$ cat config.mk
export PLATFORM = sky130hd
export DESIGN_NAME = axi_sram_bridge
export DESIGN_NICKNAME = d
export VERILOG_FILES = /design/src/rtl/axi_sram_bridge.sv
export SDC_FILE = /design/constraint.sdc
export NUM_CORES = 1
export LEC_CHECK = 0
export ABC_AREA = 1
export BUFFER_PORTS_ARGS = -buffer_cell sky130_fd_sc_hd__buf_2
export CAP_MARGIN = 20
export CORE_ASPECT_RATIO = 1.1
export CORE_MARGIN = 5
export CORE_UTILIZATION = 50
export CTS_BUF_LIST = sky130_fd_sc_hd__clkbuf_2
export DETAILED_ROUTE_END_ITERATION = 10
export PLACE_DENSITY = 0.86
export SLEW_MARGIN = 0
export SYNTH_ARGS = -nofsm -noshare
export SYNTH_HDL_FRONTEND = slang
export SYNTH_SLANG_ARGS = --single-unit
$ cat constraint.sdc
create_clock -name clk -period 3.2 [get_ports clk]
set_clock_uncertainty 0.2 [all_clocks]
set_input_delay 0.32 -clock clk [delete_from_list [all_inputs] [get_ports clk]]
set_output_delay 0.32 -clock clk [all_outputs]
set_load 0.03 [all_outputs]
$ cat src/rtl/axi_sram_bridge.sv
// AXI3 slave bridging single-burst read/write traffic onto a single-port synchronous SRAM.
// Optional: define AXI_SRAM_WRAP_EN to honour WRAP bursts; otherwise WRAP behaves as INCR.
module axi_sram_bridge #(
    parameter int unsigned MEM_BYTES = 65536,
    parameter int unsigned SRAM_AW   = $clog2(MEM_BYTES) - 2,
    parameter logic [31:0] BASE_ADDR = 32'h1fc00000
) (
    input  logic               clk,
    input  logic               reset,
    input  logic [3:0]         arid,
    input  logic [31:0]        araddr,
    input  logic [3:0]         arlen,
    input  logic [2:0]         arsize,
    input  logic [1:0]         arburst,
    input  logic               arvalid,
    output logic               arready,
    output logic [3:0]         rid,
    output logic [31:0]        rdata,
    output logic [1:0]         rresp,
    output logic               rlast,
    output logic               rvalid,
    input  logic               rready,
    input  logic [3:0]         awid,
    input  logic [31:0]        awaddr,
    input  logic [3:0]         awlen,
    input  logic [2:0]         awsize,
    input  logic [1:0]         awburst,
    input  logic               awvalid,
    output logic               awready,
    input  logic [3:0]         wid,
    input  logic [31:0]        wdata,
    input  logic [3:0]         wstrb,
    input  logic               wlast,
    input  logic               wvalid,
    output logic               wready,
    output logic [3:0]         bid,
    output logic [1:0]         bresp,
    output logic               bvalid,
    input  logic               bready,
    output logic               sram_en,
    output logic [3:0]         sram_we,
    output logic [SRAM_AW-1:0] sram_addr,
    output logic [31:0]        sram_wdata,
    input  logic [31:0]        sram_rdata
);

    localparam int OW = SRAM_AW + 2;
    localparam logic [OW-1:0] ONE_OFF = {{(OW-1){1'b0}}, 1'b1};

    typedef enum logic [1:0] {IDLE, RD, WR, WRESP} state_t;

    state_t        state_q, state_d;
    logic [3:0]    id_q, len_q, beat_q;
    logic [OW-1:0] off_q, off_nxt, incr;
    logic [1:0]    size_q, burst_q, count_q;
    logic          decerr_q, slverr_q, prefer_wr_q, issued_all_q;
    logic          inflight_q, infl_last_q, wr_ptr_q, rd_ptr_q;
    logic [31:0]   buf_data_q [2];
    logic          buf_last_q [2];

    logic          grant_rd, grant_wr, beat_last, rvalid_int, rd_issue, w_beat;
    logic          r_pop, buf_pop, buf_push, head_last;
    logic [31:0]   start_full, rd_word, head_data;
    logic          unused_wid;

    assign unused_wid = ^wid;

    function automatic logic [1:0] size_eff(input logic [2:0] s);
        return (s > 3'd2) ? 2'd2 : s[1:0];
    endfunction

    always_comb begin
        grant_rd   = arvalid && (!awvalid || !prefer_wr_q);
        grant_wr   = awvalid && !grant_rd;
        start_full = (grant_wr ? awaddr : araddr) - BASE_ADDR;
        beat_last  = (beat_q == len_q);
        rvalid_int = (state_q == RD) && ((count_q != 2'd0) || inflight_q);
        // Credit: buffered beats plus the read in flight may never exceed the two-entry buffer.
        rd_issue   = (state_q == RD) && !issued_all_q &&
                     (({1'b0, count_q} + {2'b00, inflight_q}) < 3'd2);
        w_beat     = (state_q == WR) && wvalid;
        rd_word    = decerr_q ? 32'h0 : sram_rdata;
        head_data  = (count_q != 2'd0) ? buf_data_q[rd_ptr_q] : rd_word;
        head_last  = (count_q != 2'd0) ? buf_last_q[rd_ptr_q] : infl_last_q;
        r_pop      = rvalid_int && rready;
        buf_pop    = (count_q != 2'd0) && rready;
        buf_push   = inflight_q && !((count_q == 2'd0) && rready);
    end

    always_comb begin
        incr    = ONE_OFF << size_q;
        off_nxt = (burst_q == 2'b00) ? off_q : off_q + incr;
`ifdef AXI_SRAM_WRAP_EN
        if (burst_q == 2'b10 && (len_q == 4'd1 || len_q == 4'd3 || len_q == 4'd7 || len_q == 4'd15)) begin
            off_nxt = (off_q & ~((({{(OW-4){1'b0}}, len_q} + ONE_OFF) << size_q) - ONE_OFF)) |
                      ((off_q + incr) & ((({{(OW-4){1'b0}}, len_q} + ONE_OFF) << size_q) - ONE_OFF));
        end
`endif
    end

    always_ff @(posedge clk) begin
        if (reset) state_q <= IDLE;
        else       state_q <= state_d;
    end

    always_comb begin
        state_d = state_q;
        case (state_q)
            IDLE:    if (grant_rd) state_d = RD; else if (grant_wr) state_d = WR;
            RD:      if (r_pop && head_last) state_d = IDLE;
            WR:      if (w_beat && beat_last) state_d = WRESP;
            WRESP:   if (bready) state_d = IDLE;
            default: state_d = IDLE;
        endcase
    end

    always_comb begin
        arready    = 1'b0;
        awready    = 1'b0;
        wready     = 1'b0;
        bvalid     = 1'b0;
        bid        = 4'h0;
        bresp      = 2'b00;
        rvalid     = 1'b0;
        rid        = 4'h0;
        rdata      = 32'h0;
        rresp      = 2'b00;
        rlast      = 1'b0;
        sram_en    = 1'b0;
        sram_we    = 4'h0;
        sram_wdata = 32'h0;
        sram_addr  = off_q[OW-1:2];
        case (state_q)
            IDLE: begin
                arready = grant_rd;
                awready = grant_wr;
            end
            RD: begin
                rvalid  = rvalid_int;
                sram_en = rd_issue && !decerr_q;
                if (rvalid_int) begin
                    rid   = id_q;
                    rdata = head_data;
                    rresp = decerr_q ? 2'b11 : 2'b00;
                    rlast = head_last;
                end
            end
            WR: begin
                wready = 1'b1;
                if (w_beat && !decerr_q) begin
                    sram_en    = 1'b1;
                    sram_we    = wstrb;
                    sram_wdata = wdata;
                end
            end
            WRESP: begin
                bvalid = 1'b1;
                bid    = id_q;
                bresp  = decerr_q ? 2'b11 : (slverr_q ? 2'b10 : 2'b00);
            end
            default: ;
        endcase
    end

    always_ff @(posedge clk) begin
        if (reset) begin
            prefer_wr_q  <= 1'b0;
            issued_all_q <= 1'b0;
            inflight_q   <= 1'b0;
            count_q      <= 2'd0;
            wr_ptr_q     <= 1'b0;
            rd_ptr_q     <= 1'b0;
        end else begin
            if (state_q == IDLE && (grant_rd || grant_wr)) begin
                prefer_wr_q  <= grant_rd;
                issued_all_q <= 1'b0;
            end else if (rd_issue && beat_last) begin
                issued_all_q <= 1'b1;
            end
            inflight_q <= rd_issue;
            if (buf_push) wr_ptr_q <= !wr_ptr_q;
            if (buf_pop)  rd_ptr_q <= !rd_ptr_q;
            count_q <= count_q + 2'(buf_push) - 2'(buf_pop);
        end
    end

    always_ff @(posedge clk) begin
        if (state_q == IDLE && (grant_rd || grant_wr)) begin
            id_q     <= grant_wr ? awid : arid;
            off_q    <= start_full[OW-1:0];
            len_q    <= grant_wr ? awlen : arlen;
            size_q   <= size_eff(grant_wr ? awsize : arsize);
            burst_q  <= grant_wr ? awburst : arburst;
            beat_q   <= 4'd0;
            decerr_q <= (start_full[31:OW] != '0);
            slverr_q <= 1'b0;
        end else if (rd_issue || w_beat) begin
            off_q  <= off_nxt;
            beat_q <= beat_q + 4'd1;
        end
        if (w_beat && (wlast != beat_last)) slverr_q <= 1'b1;
        infl_last_q <= beat_last;
        if (buf_push) begin
            buf_data_q[wr_ptr_q] <= rd_word;
            buf_last_q[wr_ptr_q] <= infl_last_q;
        end
    end

endmodule

# Word-level counts from Yosys, hierarchy flattened
# Memories as Yosys holds them, arrays and structs flattened. A register that Yosys moved wholly into a read port is not among the register bits.
# Index checks and enable logic that the tools add are counted.
[totals] ff_bits=44 ram_bits=66 out_inout_bits=101 elab_cells=122 n_memories=2
[memory_table] name="buf_data_q" words=2 word_bits=32 rd=1 rd_ports_with_merged_regs=1 wr=1 line_no="58" text="logic [31:0] buf_data_q [2];"
[memory_table] name="buf_last_q" words=2 word_bits=1 rd=1 rd_ports_with_merged_regs=1 wr=1 line_no="59" text="logic buf_last_q [2];"
[op_classes] add_sub_neg=6 order_cmp=2 n_eq_ne=10 shifts=1 muxes=47 reduce_logical=38
[ops] operator="$mux W32" n=7
[ops] operator="$mux W16" n=3
[ops] operator="$sub A32 B29 Y32 const B" n=1
[ops] operator="$mux W4" n=7
[ops] operator="$mux W2" n=12
[ops] operator="$logic_and A1 B1 Y1" n=17
[ops] operator="$add A16 B16 Y16" n=1
[ops] operator="$reduce_bool A16 Y1" n=1
[ops] operator="$shl A1 B2 Y16 const A" n=1
[ops] operator="$mux W1" n=15
[ops] operator="$logic_not A1 Y1" n=8
[ops] operator="$pmux W2 S4" n=1
[ops] operator="$logic_not A2 Y1" n=3
[ops] operator="$ne A2 B1 Y1 const B" n=3
[ops] operator="$add A4 B1 Y4 const B" n=1
[ops] operator="$eq A2 B2 Y1 const B" n=2
[ops] operator="$eq A4 B4 Y1" n=1
[ops] operator="$logic_or A1 B1 Y1" n=4
[ops] operator="$reduce_and A4 Y1" n=1
[ops] operator="$reduce_bool A2 Y1" n=2
[ops] operator="$add A2 B1 Y3" n=1
[ops] operator="$gt A3 B2 Y1 const B" n=1
[ops] operator="$lt A3 B2 Y1 const B" n=1
[ops] operator="$mux W3" n=1
[ops] operator="other kinds (9)" n=9

# Logic depth before layout (Yosys ltp)
[logic_depth] ltp_word=9 depth_mapped=13 mapped_depth_nobuf=13

# Worst setup path before layout
# OpenSTA, ideal clock, no wires.
[synth_timing] kind="register to register" startpoint="register count_q[1]" endpoint="memory buf_data_q[1][0], enable pin" setup_time_ns=0.425 arrival_ns=2.090 required_ns=2.575 slack_ns=0.486 stages_incl_launch_ff=5 n_path_buf=0 path_cell_list="dfxtp_1 -> nor2_1 -> a21oi_1 -> inv_1 -> nor2_1"
[synth_between] elab_chain_len=6
[synth_lines] element="start: declaration" line_no="55" text="logic [1:0] size_q, burst_q, count_q;"
[synth_lines] element="start signal: assignment" line_no="183" text="count_q <= count_q + 2'(buf_push) - 2'(buf_pop);"
[synth_lines] element="$logic_not A2 Y1" line_no="87" text="buf_push = inflight_q && !((count_q == 2'd0) && rready);"
[synth_lines] element="$logic_and A1 B1 Y1" line_no="87"
[synth_lines] element="$logic_not A1 Y1" line_no="87"
[synth_lines] element="$logic_and A1 B1 Y1" line_no="87"
[synth_lines] element="$mux W1" line_no="203" text="if (buf_push) begin"
[synth_lines] element="$mux W1 (implied by the code)" line_no="204" text="buf_data_q[wr_ptr_q] <= rd_word;"
[synth_lines] element="end: declaration" line_no="58"
# Every way passes these cells.

# Final worst setup path
[layout_timing] startpoint="register size_q[1]" endpoint="register off_q[6], data pin"
[layout_between] elab_chain_len=5
[layout_lines] element="start: declaration" line_no="55"
[layout_lines] element="start signal: assignment" line_no="192" text="size_q <= size_eff(grant_wr ? awsize : arsize);"
[layout_lines] element="$shl A1 B2 Y16" line_no="91" text="incr = ONE_OFF << size_q;"
[layout_lines] element="$add A16 B16 Y16" line_no="92" text="off_nxt = (burst_q == 2'b00) ? off_q : off_q + incr;"
[layout_lines] element="$mux W16" line_no="92"
[layout_lines] element="$mux W16" line_no="197" text="end else if (rd_issue || w_beat) begin"
[layout_lines] element="$mux W16" line_no="188" text="if (state_q == IDLE && (grant_rd || grant_wr)) begin"
[layout_lines] element="end signal: assignment" line_no="190" text="off_q <= start_full[OW-1:0];"
[layout_lines] element="end signal: assignment" line_no="198" text="off_q <= off_nxt;"
[layout_lines] element="end: declaration" line_no="54" text="logic [OW-1:0] off_q, off_nxt, incr;"
# Every way passes these cells. The select of a mux whose other input is x is not followed.
# A chain may end at the register's enable or synchronous reset.

==> results.toml <==
[outcome]
status = "finished clean"

[routing]
dr.pass1.iters = 5
route.detailed.drc = 0
wl_per_cell_um = 16.3
vias = 6671
ant_nets = 0
wl_um = 20900
vias_per_cell = 5.22
drtIter0Drc = 396

[synthesis]
synthTopCellsByArea = "edfxtp_1 46%, nand2_1 11%, inv_1 7.7%"
yosysUniqueCellTypes = 31
yosys_register_bits = 111
syn_area_mm2 = 0.00623
synth_top_area_cell = "edfxtp_1"
yosysWarnings = 0
synth_simple_gate_area_frac = 0.220
synthMostInstantiatedCell = "nand2_1"
synth_top_area_share = 0.458
synth_edf_count = 95
synthAdderAreaFrac = 0.0253
async_flop_share = 0
synth_compound_area_frac = 0.118
syn_avg_cell_area_um2 = 8.02
synth_fp_nets = 958
ys.flop_type = "edfxtp_1"
synth_mux_area_frac = 0
yosysSeqAreaShare = 0.510
synth_top_family_by_area = "simple AND/OR/NAND/NOR gates"
synthXorXnorAreaFrac = 0.00563
yosys-top-cells-count = "176 x nand2_1, 128 x inv_1, 123 x nor2_1"
synth_cells = 776

[global_route]
antenna_found_initial = 1
grt_max_degree = 34
overflow = 0
track_usage = 0.274
grt_pass1_vias = 6766
grt_pass1_wl_um = 32100

[power_and_ir_drop]
p_leak_nw = 4.42
swShare = 0.449
comb_power_share = 0.489
powerDensity_mw_per_mm2 = 623
p_seq_frac = 0.400
switching_power_mw = 2.43
peakVddDrop_mv = 0.459
p_int_mw = 2.99
p_clk_frac = 0.111

[timing]
hold_slack_ns = 0.0868
hold_viol = 0
maxSlewViolCount = 0
fin_crit_sh = 0.968
slew_headroom = 0.531
max_freq_ghz = 0.323
fin_tns_setup_ns = 0
worstMarginPinSlew_ns = 0.702
period_needed_ns = 3.10
setup_violations = 0

[floorplan]
design.core.area_mm2 = 0.0121
dieArea_mm2 = 0.0148
die_h_um = 127
initial_core_util = 0.513
io_pins = 271
die_x_um = 116
row_count = 42

[clocking]
cts_root_buffer = "clkbuf_2"
clk_path_buf_depth = 2
clk_latency_ns = 0.57
cts_buffers = 9
htreeDepth = 3
cts.clk_slew.worst_paths_ns = 0.33
cts_tree = "built"
cts_sinks = 111

[layout]
fillers = 808
register_area_mm2 = 0.00317
final_nets = 1299
drive_gt1_frac = 0.278
area_growth_pct = 39.8
fin_area_mm2 = 0.00870
multi_input_area_mm2 = 0.00232

[min_path]
hp-start = "araddr[7]"
hp-class = "in -> reg"

[setup_path]
path_class = "reg -> reg"
cp-startpoint = "size_q[1]"
crit_required_ns = 3.33
cp-end-kind = "register"
crit_arrival_ns = 3.22
timing.rr.start = "size_q[1]"
startpoint_type = "register"
path_max_fanout = 7

[run]
cap_violations = 0

[placed_design]
gp_congestion = 0.883
place_area_mm2 = 0.00758
hpwl_um = 13100
port_buffers = 266
## sequential cells by signal, indices dropped and copies added, names as in the netlist, named ones only
name,flops
buf_data_q,64
off_q,16
beat_q,4
id_q,4
len_q,4
buf_last_q,2
burst_q,2
count_q,2
size_q,2
state_q,2
decerr_q,1
infl_last_q,1
inflight_q,1
issued_all_q,1
prefer_wr_q,1
rd_ptr_q,1
slverr_q,1
wr_ptr_q,1
## layout by cell type (no fill, tap or decap), types with 3 or more instances in the layout
cell,Yosys,layout
nand4_1,12,12
o22ai_1,11,11
inv_2,5,5
nand2_1,176,175
nor3_1,3,3
nor4_1,5,5
clkbuf_2,0,10
buf_2,7,266
nand3_1,17,16
inv_1,128,128
nor2_1,123,121
dlygate4sd3_1,0,98
a21oi_1,14,13
o21ai_0,63,63
a31oi_1,34,34
nor2_4,1,3
xor2_1,4,4
edfxtp_1,95,95
buf_4,19,11
dfxtp_1,16,16
ha_1,11,11
## repair_timing
item	CTS	global route
hold buffers	98	0
buffers inserted	0	2
endpoints found under the hold margin	104	0
resized for setup	0	3
endpoints found under the setup margin	0	26
## per-layer routing
metal / GRT usage / routed length (µm) / part of all wire / vias to the layer above
li1: - / - / - / 3188
met1: 0.298 / 7240 / 0.35 / 2988
met2: 0.491 / 10600 / 0.51 / 404
met3: 0.0610 / 1970 / 0.095 / 91
met4: 0.145 / 998 / 0.048 / 0
met5: 0 / 0 / 0 / -
## stage by stage
step / instances / util / setup WS (ns) / total power, mW
6_report: 1277 / 0.717 / 0.101 / 5.42
5_1_grt: 1277 / 0.717 / -0.0121 / 5.78
4_1_cts: 1274 / 0.715 / 0.0447 / 5.28
3_5_place_dp: 1160 / 0.625 / 0.778 / 4.41
3_3_place_gp: 1160 / 0.625 / 0.815 / 4.34
2_1_floorplan: 776 / - / 0.486 / 3.88
## power groups by stage
stage          clock [mW]  combinational (mW)  sequential [mW]
6_report            0.601                2.65             2.17
3_3_place_gp            0                2.17             2.18
2_1_floorplan           0                1.76             2.13
4_1_cts             0.613                2.51             2.15
5_1_grt             0.684                2.90             2.19
3_5_place_dp            0                2.22             2.19
## worst paths after layout
kind                            endpoint  slack, ns  depth (start not counted)
worst max-delay path            off_q[6]       0.10                         11
worst min-delay path            off_q[7]       0.09                          3
worst max register to register  off_q[6]       0.10                         11
worst min register to register  register       0.28                          1
## logic make-up after synthesis
group	after synthesis
adders and majority gates	12
buffers and inverters	179
xor gates and xnor gates	4
DFF	111
AOI/OAI and AO/OA	130
and+or+nand+nor	340
## critical path, cell delays in order, from the launching register on
cell	delay, ns
edfxtp_1	0.50
nor2_1	0.13
ha_1	0.18
inv_1	0.06
fa_1	0.41
inv_1	0.09
nand3_1	0.06
nand2_1	0.21
nand2_1	0.16
o21ai_0	0.19
o22ai_1	0.10
dlygate4sd3_1	0.57
## final cells by class
cell class	count	area share
diodes	1	0.000287
clock buffers	10	0.00575
clock inverters	6	0.00704
inverters	133	0.0574
multi-input cells	486	0.266
flip-flops and latches	111	0.365
well taps	154	0.0221
repair buffers	376	0.276
Power figures use the tool's default switching activity.
